==> config.mk <==
export PLATFORM = sky130hd
export DESIGN_NAME = duft_ap_ctrl_hs_burst_flat
export DESIGN_NICKNAME = d
export VERILOG_FILES = /design/src/rtl/duft_ap_ctrl_hs_burst_if.sv /design/src/rtl/duft_ap_ctrl_hs_burst.sv /design/src/flat_wrapper.sv
export SDC_FILE = /design/constraint.sdc
export NUM_CORES = 1
export LEC_CHECK = 0
export ABC_CLOCK_PERIOD_IN_PS = 4800
export BUFFER_PORTS_ARGS = -buffer_cell sky130_fd_sc_hd__buf_4
export CORE_ASPECT_RATIO = 1.1
export CORE_UTILIZATION = 45
export CTS_CLUSTER_DIAMETER = 60
export DETAILED_ROUTE_END_ITERATION = 12
export PLACE_DENSITY = 0.77
export SLEW_MARGIN = 0
export SYNTH_ARGS = -nofsm -noshare
export SYNTH_HDL_FRONTEND = slang
export SYNTH_SLANG_ARGS = --single-unit
==> constraint.sdc <==
create_clock -name clk -period 4.8 [get_ports clk]
set_input_delay 0.96 -clock clk [delete_from_list [all_inputs] [get_ports clk]]
set_output_delay 0.96 -clock clk [all_outputs]
set_load 0.005 [all_outputs]
==> src/rtl/duft_ap_ctrl_hs_burst_if.sv <==
// Host and core signal bundle for duft_ap_ctrl_hs_burst.
// The slave modport is the wrapper's view and the master modport is the environment's view.
interface duft_ap_ctrl_hs_burst_if #(
    parameter int ADDR_W = 32,
    parameter int DATA_W = 32,
    parameter int LEN_W  = 8
);
    logic              ap_start;
    logic              rd_wr;
    logic [ADDR_W-1:0] addr;
    logic [LEN_W-1:0]  burst_len;
    logic [DATA_W-1:0] wr_data;
    logic              wr_valid;
    logic              wr_ready;
    logic [DATA_W-1:0] rd_data;
    logic              rd_valid;
    logic              rd_ready;
    logic              ap_idle;
    logic              ap_ready;
    logic              ap_done;
    logic [LEN_W:0]    ap_return;
    logic              ap_err;
    logic [ADDR_W-1:0] core_rd_addr;
    logic [ADDR_W-1:0] core_wr_addr;
    logic [DATA_W-1:0] core_rd_msg;
    logic [DATA_W-1:0] core_wr_msg;

    modport slave (
        input  ap_start, rd_wr, addr, burst_len, wr_data, wr_valid, rd_ready, core_rd_msg,
        output wr_ready, rd_data, rd_valid, ap_idle, ap_ready, ap_done, ap_return, ap_err,
               core_rd_addr, core_wr_addr, core_wr_msg
    );

    modport master (
        output ap_start, rd_wr, addr, burst_len, wr_data, wr_valid, rd_ready, core_rd_msg,
        input  wr_ready, rd_data, rd_valid, ap_idle, ap_ready, ap_done, ap_return, ap_err,
               core_rd_addr, core_wr_addr, core_wr_msg
    );
endinterface

==> src/rtl/duft_ap_ctrl_hs_burst.sv <==
// Burst ap_ctrl_hs wrapper in front of the DUFT core address/message port pair.
// Defining DUFT_HS_TIMEOUT_EN adds a stall timeout that ends a stuck burst with an error.
module duft_ap_ctrl_hs_burst #(
    parameter int ADDR_W      = 32,
    parameter int DATA_W      = 32,
    parameter int LEN_W       = 8,
    parameter int ADDR_INC    = 1,
    parameter int TIMEOUT_CYC = 1024
) (
    input  logic                   clk,
    input  logic                   ap_rst_n,
    duft_ap_ctrl_hs_burst_if.slave bus
);
    typedef enum logic [2:0] {
        RST, IDLE, RD_ISSUE, RD_PUSH, WR_WAIT, WR_ISSUE, DONE
    } state_t;

    localparam logic [ADDR_W-1:0] SENTINEL = '1;
    localparam logic [ADDR_W-1:0] INC      = ADDR_W'(ADDR_INC);

    state_t            state_reg;
    logic [ADDR_W-1:0] cur_addr_reg;
    logic [LEN_W-1:0]  len_reg;
    logic [LEN_W:0]    idx_reg;
    logic              err_reg;
    logic              wr_ready_reg;
    logic              rd_valid_reg;
    logic              ap_done_reg;
    logic              ap_err_reg;
    logic [LEN_W:0]    ap_return_reg;
    logic [DATA_W-1:0] rd_data_reg;
    logic [DATA_W-1:0] core_wr_msg_reg;
    logic [ADDR_W-1:0] core_rd_addr_reg;
    logic [ADDR_W-1:0] core_wr_addr_reg;

    logic              cur_sentinel;
    logic              last_beat;
    logic [ADDR_W-1:0] next_addr;
    logic [LEN_W:0]    idx_inc;
    logic              stall_expire;

    assign cur_sentinel = (cur_addr_reg == SENTINEL);
    assign last_beat    = (idx_reg == {1'b0, len_reg});
    assign next_addr    = cur_addr_reg + INC;
    assign idx_inc      = idx_reg + (LEN_W+1)'(1);

`ifdef DUFT_HS_TIMEOUT_EN
    localparam logic [31:0] STALL_LAST = 32'(TIMEOUT_CYC - 1);
    logic [31:0] stall_reg;

    // Counts consecutive cycles a wait state goes without its handshake.
    always_ff @(posedge clk or negedge ap_rst_n) begin
        if (!ap_rst_n) begin
            stall_reg <= '0;
        end else if ((state_reg == RD_PUSH && !bus.rd_ready) ||
                     (state_reg == WR_WAIT && !bus.wr_valid)) begin
            stall_reg <= stall_reg + 32'd1;
        end else begin
            stall_reg <= '0;
        end
    end

    assign stall_expire = (stall_reg == STALL_LAST);
`else
    // Without the counter the limit is inert; only a nonsensical negative limit would differ.
    assign stall_expire = (TIMEOUT_CYC < 0);
`endif

    // A sentinel beat needs no special address path: the computed address already
    // equals the idle all-ones value, so driving it looks exactly like no access.
    always_ff @(posedge clk or negedge ap_rst_n) begin
        if (!ap_rst_n) begin
            state_reg        <= RST;
            cur_addr_reg     <= '0;
            len_reg          <= '0;
            idx_reg          <= '0;
            err_reg          <= 1'b0;
            wr_ready_reg     <= 1'b0;
            rd_valid_reg     <= 1'b0;
            ap_done_reg      <= 1'b0;
            ap_err_reg       <= 1'b0;
            ap_return_reg    <= '0;
            rd_data_reg      <= '0;
            core_wr_msg_reg  <= '0;
            core_rd_addr_reg <= SENTINEL;
            core_wr_addr_reg <= SENTINEL;
        end else begin
            ap_done_reg <= 1'b0;
            case (state_reg)
                RST: state_reg <= IDLE;

                IDLE: begin
                    if (bus.ap_start) begin
                        cur_addr_reg  <= bus.addr;
                        len_reg       <= bus.burst_len;
                        idx_reg       <= '0;
                        err_reg       <= 1'b0;
                        ap_return_reg <= '0;
                        ap_err_reg    <= 1'b0;
                        if (bus.rd_wr) begin
                            state_reg        <= RD_ISSUE;
                            core_rd_addr_reg <= bus.addr;
                        end else begin
                            state_reg    <= WR_WAIT;
                            wr_ready_reg <= 1'b1;
                        end
                    end
                end

                RD_ISSUE: begin
                    rd_data_reg      <= cur_sentinel ? '0 : bus.core_rd_msg;
                    err_reg          <= err_reg | cur_sentinel;
                    core_rd_addr_reg <= SENTINEL;
                    rd_valid_reg     <= 1'b1;
                    state_reg        <= RD_PUSH;
                end

                RD_PUSH: begin
                    if (bus.rd_ready) begin
                        rd_valid_reg <= 1'b0;
                        idx_reg      <= idx_inc;
                        cur_addr_reg <= next_addr;
                        if (last_beat) begin
                            state_reg     <= DONE;
                            ap_done_reg   <= 1'b1;
                            ap_return_reg <= idx_inc;
                            ap_err_reg    <= err_reg;
                        end else begin
                            state_reg        <= RD_ISSUE;
                            core_rd_addr_reg <= next_addr;
                        end
                    end else if (stall_expire) begin
                        rd_valid_reg  <= 1'b0;
                        state_reg     <= DONE;
                        ap_done_reg   <= 1'b1;
                        ap_return_reg <= idx_reg;
                        ap_err_reg    <= 1'b1;
                    end
                end

                WR_WAIT: begin
                    if (bus.wr_valid) begin
                        wr_ready_reg     <= 1'b0;
                        core_wr_addr_reg <= cur_addr_reg;
                        core_wr_msg_reg  <= cur_sentinel ? '0 : bus.wr_data;
                        err_reg          <= err_reg | cur_sentinel;
                        state_reg        <= WR_ISSUE;
                    end else if (stall_expire) begin
                        wr_ready_reg  <= 1'b0;
                        state_reg     <= DONE;
                        ap_done_reg   <= 1'b1;
                        ap_return_reg <= idx_reg;
                        ap_err_reg    <= 1'b1;
                    end
                end

                WR_ISSUE: begin
                    core_wr_addr_reg <= SENTINEL;
                    core_wr_msg_reg  <= '0;
                    idx_reg          <= idx_inc;
                    cur_addr_reg     <= next_addr;
                    if (last_beat) begin
                        state_reg     <= DONE;
                        ap_done_reg   <= 1'b1;
                        ap_return_reg <= idx_inc;
                        ap_err_reg    <= err_reg;
                    end else begin
                        state_reg    <= WR_WAIT;
                        wr_ready_reg <= 1'b1;
                    end
                end

                DONE:    state_reg <= IDLE;
                default: state_reg <= IDLE;
            endcase
        end
    end

    assign bus.ap_idle      = (state_reg == IDLE) && !bus.ap_start;
    assign bus.ap_done      = ap_done_reg;
    assign bus.ap_ready     = ap_done_reg;
    assign bus.ap_return    = ap_return_reg;
    assign bus.ap_err       = ap_err_reg;
    assign bus.wr_ready     = wr_ready_reg;
    assign bus.rd_valid     = rd_valid_reg;
    assign bus.rd_data      = rd_data_reg;
    assign bus.core_rd_addr = core_rd_addr_reg;
    assign bus.core_wr_addr = core_wr_addr_reg;
    assign bus.core_wr_msg  = core_wr_msg_reg;
endmodule
==> src/flat_wrapper.sv <==
// flat-port wrapper written by rule: the top's interface ports become plain ports
module duft_ap_ctrl_hs_burst_flat 
#(
    parameter int ADDR_W      = 32,
    parameter int DATA_W      = 32,
    parameter int LEN_W       = 8,
    parameter int ADDR_INC    = 1,
    parameter int TIMEOUT_CYC = 1024
)
  (clk, ap_rst_n, bus_ap_start, bus_rd_wr, bus_addr, bus_burst_len, bus_wr_data, bus_wr_valid, bus_rd_ready, bus_core_rd_msg, bus_wr_ready, bus_rd_data, bus_rd_valid, bus_ap_idle, bus_ap_ready, bus_ap_done, bus_ap_return, bus_ap_err, bus_core_rd_addr, bus_core_wr_addr, bus_core_wr_msg);
  duft_ap_ctrl_hs_burst_if #(.ADDR_W(ADDR_W), .DATA_W(DATA_W), .LEN_W(LEN_W)) bus_i ();
  input  logic clk;
  input  logic ap_rst_n;
  input wire logic [$bits(bus_i.ap_start)-1:0] bus_ap_start;
  input wire logic [$bits(bus_i.rd_wr)-1:0] bus_rd_wr;
  input wire logic [$bits(bus_i.addr)-1:0] bus_addr;
  input wire logic [$bits(bus_i.burst_len)-1:0] bus_burst_len;
  input wire logic [$bits(bus_i.wr_data)-1:0] bus_wr_data;
  input wire logic [$bits(bus_i.wr_valid)-1:0] bus_wr_valid;
  input wire logic [$bits(bus_i.rd_ready)-1:0] bus_rd_ready;
  input wire logic [$bits(bus_i.core_rd_msg)-1:0] bus_core_rd_msg;
  output wire logic [$bits(bus_i.wr_ready)-1:0] bus_wr_ready;
  output wire logic [$bits(bus_i.rd_data)-1:0] bus_rd_data;
  output wire logic [$bits(bus_i.rd_valid)-1:0] bus_rd_valid;
  output wire logic [$bits(bus_i.ap_idle)-1:0] bus_ap_idle;
  output wire logic [$bits(bus_i.ap_ready)-1:0] bus_ap_ready;
  output wire logic [$bits(bus_i.ap_done)-1:0] bus_ap_done;
  output wire logic [$bits(bus_i.ap_return)-1:0] bus_ap_return;
  output wire logic [$bits(bus_i.ap_err)-1:0] bus_ap_err;
  output wire logic [$bits(bus_i.core_rd_addr)-1:0] bus_core_rd_addr;
  output wire logic [$bits(bus_i.core_wr_addr)-1:0] bus_core_wr_addr;
  output wire logic [$bits(bus_i.core_wr_msg)-1:0] bus_core_wr_msg;
  assign bus_i.ap_start = bus_ap_start;
  assign bus_i.rd_wr = bus_rd_wr;
  assign bus_i.addr = bus_addr;
  assign bus_i.burst_len = bus_burst_len;
  assign bus_i.wr_data = bus_wr_data;
  assign bus_i.wr_valid = bus_wr_valid;
  assign bus_i.rd_ready = bus_rd_ready;
  assign bus_i.core_rd_msg = bus_core_rd_msg;
  assign bus_wr_ready = bus_i.wr_ready;
  assign bus_rd_data = bus_i.rd_data;
  assign bus_rd_valid = bus_i.rd_valid;
  assign bus_ap_idle = bus_i.ap_idle;
  assign bus_ap_ready = bus_i.ap_ready;
  assign bus_ap_done = bus_i.ap_done;
  assign bus_ap_return = bus_i.ap_return;
  assign bus_ap_err = bus_i.ap_err;
  assign bus_core_rd_addr = bus_i.core_rd_addr;
  assign bus_core_wr_addr = bus_i.core_wr_addr;
  assign bus_core_wr_msg = bus_i.core_wr_msg;
  duft_ap_ctrl_hs_burst #(.ADDR_W(ADDR_W), .DATA_W(DATA_W), .LEN_W(LEN_W), .ADDR_INC(ADDR_INC), .TIMEOUT_CYC(TIMEOUT_CYC)) u_core (.clk(clk), .ap_rst_n(ap_rst_n), .bus(bus_i));
endmodule
**Yosys cells after proc, flatten, opt, wreduce, memory -nomap -nowiden**

Index checks and enable logic that the tools add are counted.

- Bits in registers: 194
- Input port bits: 110
- Output and inout port bits: 143
- Word-level logic and storage cells: 90

- Add/sub/neg operators: 2
- Eq/ne operators: 14
- Muxes and demuxes: 43
- Bitwise logic cells: 1
- Reductions and logical operators: 16

Operators with widths:

| operator | count |
|---|---|
| 2-to-1 mux 32 bit | 10 |
| case mux 32 bit (3 select lines) | 2 |
| case mux 32 bit (2 select lines) | 2 |
| case mux 9 bit (3 select lines) | 2 |
| 2-to-1 mux 9 bit | 4 |
| adder 32 x 1 -> 32 bit (second input constant) | 1 |
| equality test 32 bit (second input constant) | 1 |
| 2-to-1 mux 3 bit | 5 |
| case mux 3 bit (5 select lines) | 1 |
| != test 2 bit (second input constant) | 7 |
| nonzero test 3 bit | 4 |
| 2-to-1 mux 1 bit | 11 |
| AND reduction 5 bit | 2 |
| adder 9 x 1 -> 9 bit (second input constant) | 1 |
| equality test 9 x 8 -> 1 bit | 1 |
| case mux 1 bit (3 select lines) | 3 |
| AND reduction 3 bit | 3 |
| equality test 3 x 2 -> 1 bit (second input constant) | 2 |
| equality test 3 bit (second input constant) | 2 |
| AND reduction 2 bit | 3 |
| case mux 1 bit (2 select lines) | 2 |
| nonzero test 2 bit | 2 |
| equality test 3 x 1 -> 1 bit (second input constant) | 1 |
| 2-to-1 mux 2 bit | 1 |
| 3 further kinds | 3 |

**Depth between registers and ports, before layout**

- Depth in word-level cells: 4
- Mapped depth: 9
- Depth with buffers taken out: 6

**Least setup slack after synthesis**

OpenSTA, ideal clock, no wires.

- Kind: input -> register
- Start: input bus_ap_start
- End: register u_core.core_rd_addr_reg[22] (netlist: u_core.bus.core_rd_addr[22])
- Library setup time: 0.082 ns
- Arrival time: 2.359 ns
- Data required time: 4.718 ns
- Setup slack: 2.359 ns
- Cell stages on the path: 6
- Buffers on the path: 2
- Cells stage by stage: nor4b_1 > buf_2 > a22oi_1 > a21oi_2 > buf_2 > mux2_2

- Word-level cells in the longest chain between the ends: 2

Ends and longest elaborated chain:

| element | RTL line | source |
|---|---|---|
| start: declaration | flat_wrapper.sv:14 | `input wire logic [$bits(bus_i.ap_start)-1:0] bus_ap_start;` |
| != test 2 bit (no line) | -- |  |
| AND reduction 5 bit (no line) | -- |  |
| end signal: assignment | duft_ap_ctrl_hs_burst.sv:102 | `core_rd_addr_reg <= bus.addr;` |
| end signal: assignment | duft_ap_ctrl_hs_burst.sv:130 | `core_rd_addr_reg <= next_addr;` |
| end: declaration | duft_ap_ctrl_hs_burst.sv:33 | `logic [ADDR_W-1:0] core_rd_addr_reg;` |

Every way passes these cells.
A chain may end at the register's enable or synchronous reset.

**Worst setup path after layout**

- Start: register u_core.state_reg[0]
- End: register u_core.core_rd_addr_reg[22] (netlist: u_core.bus.core_rd_addr[22])

- Word-level cells in the longest chain between the ends: 3
- Elaborated cells between the ends (all ways): 10
- Classes of those cells: eq/ne (7); mux (1); reduce/logical (2)

Ends and longest elaborated chain:

| element | RTL line | source |
|---|---|---|
| start: declaration | duft_ap_ctrl_hs_burst.sv:21 | `state_t state_reg;` |
| start signal: assignment | duft_ap_ctrl_hs_burst.sv:73 | `state_reg <= RST;` |
| start signal: assignment | duft_ap_ctrl_hs_burst.sv:90 | `RST: state_reg <= IDLE;` |
| start signal: assignment | duft_ap_ctrl_hs_burst.sv:101 | `state_reg <= RD_ISSUE;` |
| equality test 3 x 2 -> 1 bit / equality test 3 x 1 -> 1 bit (equally long branches) | duft_ap_ctrl_hs_burst.sv:89 | `case (state_reg)` |
| != test 2 bit (no line) / nonzero test 3 bit (equally long branches) | -- |  |
| AND reduction 5 bit (no line) | -- |  |

Parallel ways exist; a longest one is shown, timed or not.

==> impl_summary.md <==
Timing
The normalized max-slew margin is a little under a fifth. The final-layout worst hold slack is approximately 0.47 ns. Between clock sinks in the finished design, the worst skew comes to about 0.016 ns. The total setup violations reported at the end of the flow is 0. The clock period could shrink to about 3.4 ns.

Timing would allow up to 0.295 GHz. Setup repair after global routing left no endpoint under its margin. The sum of negative setup slack is 0 ns. The max-slew violation count came to 0. The number of hold violations in the final report is 0. After layout, the worst path uses 70.7% of the clock period. The post-layout worst setup margin is approximately 1.4 ns. For the pin with the worst max-slew slack, the measured transition is between 1 and 1.5 ns.

CTS
The number of cells upsized or downsized after cts is 0. The clock latency of the later-clocked register in the worst-skew pair is 0.44 ns. The clock tree synthesis step divided the H-tree into 4 levels.

The count of hold-fix buffers inserted at cts is 0. The CTS root buffer is sky130_fd_sc_hd__clkbuf_16. The CTS tree is built. Clock-pin slew was measured on the worst setup and hold paths at approximately 0.07 ns. Post-CTS timing repair inserted 0 buffers for setup.

The clock passes through at most 2 buffers. Counting the buffers created by CTS gives 17. The clock sink count is slightly below 200.

Route
Dividing the detail-routed wire length by the instance count gives ~20 µm. The DRC violation count after routing is 0. For this run, the detailed router's first-pass iteration total came to 5.

The number of routed nets with antenna violations is 0. The detail-routed via count per cell is just under 6. The DRC violation total after the first TritonRoute iteration is around 750. The total number of vias is between 7000 and 8000. The routed wire length is 26600 µm.

Finish
The repair_antennas step left the layout with diodes totalling 0. The area added between synthesis and finish is 27.8%. The finished cells cover between 0.01 and 0.015 mm². Leaving out fill and tap cells, the most frequent cell in the layout is sky130_fd_sc_hd__buf_4.

For this run, the post-layout net count is 1179. In the final layout, the share of cells above drive strength 1 is 37.5%. Leaving out fill and tap cells, the most frequent cells in the layout are 265 x sky130_fd_sc_hd__buf_4, 130 x sky130_fd_sc_hd__dfrtp_1, 68 x sky130_fd_sc_hd__a22o_1, 64 x sky130_fd_sc_hd__dfstp_2, 54 x sky130_fd_sc_hd__nor2_1.

Placement
Prior to clock tree synthesis, the placed netlist has a worst setup slack of between 1 and 1.5 ns. The count of buffers inserted at the top-level ports is 252. The placed instances occupy a cell area of 0.0113 mm². The congestion estimate from routability-driven global placement came to 0.905. The HPWL reported at the end of detailed placement is 18200 µm.

Setup path
The type of origin of the critical path is a flip-flop. The worst setup path is captured at a flip-flop. By startpoint and endpoint, the worst setup path is classified as reg -> reg. Data on the critical path arrives at its endpoint at 3.75 ns. The critical path data required time is approximately 5.2 ns.

In this run the worst path has a maximum fanout of 32.

Yosys
For this run, asynchronously set or reset flops after synthesis account for 100%. The number of distinct standard cells referenced by the synthesized netlist is approximately 60. For this run, the number of Yosys warnings is 0. The most used flip-flop cell after synthesis is sky130_fd_sc_hd__dfrtp_1. The number of nets in the synthesized netlist is roughly 1000. The instance count of the mapped netlist is 868. The synthesized design contains roughly 190 register bits. The share of the yosys chip area belonging to registers is 52.9%. A synthesized cell averages around 11 µm².

Summing every instance area after synthesis gives roughly 0.0093 mm². The count of flip-flops with a built-in enable after synthesis is 0.

Global routing
The pin count of the biggest net entering global routing is 107. The first-pass GRT wire length is between 40000 and 50000 µm. The sum of overflow across all layers after global routing is 0. The global-route usage over all layers is 25.0%.

The via count of the first global-routing pass is 7605. The initial antenna violation count is 0.

Power and ir drop
The completed layout was analyzed and its total power is between 7000 and 8000 µW. For this design the static power due to leakage is 0.00526 µW. Power spread over the standard cell area amounts to around 640 mW/mm². The worst voltage drop across the vdd grid is roughly 310 µV.

Floorplan
The number of top-level pins is 253. The starting density of the core is 46.5%. From left edge to right edge, the die measures roughly 140 µm. The floorplan die area is 0.0213 mm². After floorplanning, the core was divided into 54 placement rows. The die outline height is 153 µm. After floorplanning, the core was sized to cover around 0.02 mm².

Job
The total of max-cap violations is 0.

Status
The flow ran to the end, and the final reports show no timing, DRC or antenna violations.

Min path
The path type of the worst min-delay path is reg -> reg.
cell type report:
| class | count | area [µm²] |
|---|---|---|
| fillers | 1674 | 8140 |
| flip-flops and latches | 194 | 4930 |
| multi-input cells | 568 | 4000 |
| repair buffers | 266 | 2000 |
| clock buffers | 20 | 437 |
| well taps | 252 | 315 |
| clock inverters | 12 | 166 |
| inverters | 20 | 75.1 |
cells in the mapped netlist (all sizes together) (4+ instances only):
library cell | instances | share of area [%]
mux2 | 30 | 3.7
xor2 | 4 | 0.38
clkbuf | 57 | 2.3
mux2i | 12 | 1.3
buf | 29 | 1.8
nor4 | 18 | 1.4
o21a | 4 | 0.32
and3 | 10 | 0.67
nand2 | 40 | 1.6
dfstp | 64 | 18
and2 | 5 | 0.34
or3 | 5 | 0.34
xnor2 | 26 | 2.4
a21o | 12 | 0.97
nand4 | 19 | 1.4
nand2b | 5 | 0.34
a22o | 68 | 6.4
o32a | 5 | 0.54
o22ai | 22 | 1.5
a41oi | 6 | 0.56
a31oi | 17 | 1.1
dfrtp | 130 | 35
a22oi | 5 | 0.40
a2bb2oi | 5 | 0.47
inv | 20 | 0.80
o31ai | 9 | 0.72
o21ai | 38 | 2.0
nor3 | 8 | 0.43
a21oi | 43 | 2.3
nor2 | 54 | 2.2
and4 | 9 | 0.84
nand3 | 21 | 1.3
o22a | 39 | 3.7
or4 | 8 | 0.68
where the power goes:
group	switching, µW	internal, µW	leakage (µW)
clock	649	833	0.000292
sequential	697	2370	0.00232
combinational	1520	1510	0.00265
total	2860	4710	0.00526
routing by layer:
layer / wire length [µm] / up-vias / GRT usage (%)
met5: 0 / - / 0
met1: 10700 / 3870 / 31.4
met3: 2080 / 47 / 6.02
li1: - / 3631 / -
met4: 575 / 0 / 7.88
met2: 13200 / 393 / 42.5
worst paths after layout:
check | start | end | slack, ns | cells past startpoint
max reg2reg | u_core.state_reg[0]$_DFFE_PN0P_ | u_core.bus.core_rd_addr[22]$_DFFE_PN1P_ | 1.41 | 6
min in group asynchronous | ap_rst_n | u_core.cur_addr_reg[7]$_DFFE_PN0P_ | 0.64 | 1
min | u_core.bus.core_rd_addr[7]$_DFFE_PN1P_ | u_core.bus.core_rd_addr[7]$_DFFE_PN1P_ | 0.47 | 2
max | u_core.state_reg[0]$_DFFE_PN0P_ | u_core.bus.core_rd_addr[22]$_DFFE_PN1P_ | 1.41 | 6
min reg2reg | u_core.bus.core_rd_addr[7]$_DFFE_PN1P_ | u_core.bus.core_rd_addr[7]$_DFFE_PN1P_ | 0.47 | 2
max in group asynchronous | ap_rst_n | u_core.bus.core_wr_addr[19]$_DFFE_PN1P_ | 3.07 | 2
logic make-up after synthesis:
group,after synthesis,synth area share [%]
AND/OR/NAND/NOR,211,12.3
buffers and inverters,106,4.89
adder cells (fa/ha/maj),2,0.268
multiplexers,42,4.95
AO/OA/AOI/OAI,283,21.9
XOR/XNOR,30,2.81
flip-flops,194,52.9
critical path, stage by stage, from the launching register on:
cell                       delay [ns]
sky130_fd_sc_hd__dfrtp_1         0.69
sky130_fd_sc_hd__inv_1           0.27
sky130_fd_sc_hd__nor4b_2         1.01
sky130_fd_sc_hd__a211oi_1        0.28
sky130_fd_sc_hd__a21oi_4         0.20
sky130_fd_sc_hd__buf_4           0.46
sky130_fd_sc_hd__mux2_2          0.41
per-stage QoR:
step | utilization (%) | cells
global route | 59.4 | 1332
detailed placement | 56.4 | 1300
CTS | 59.4 | 1332
global placement | 56.4 | 1300
finish | 59.4 | 1332
floorplan | - | 868
(Power assumes the default switching activity.)
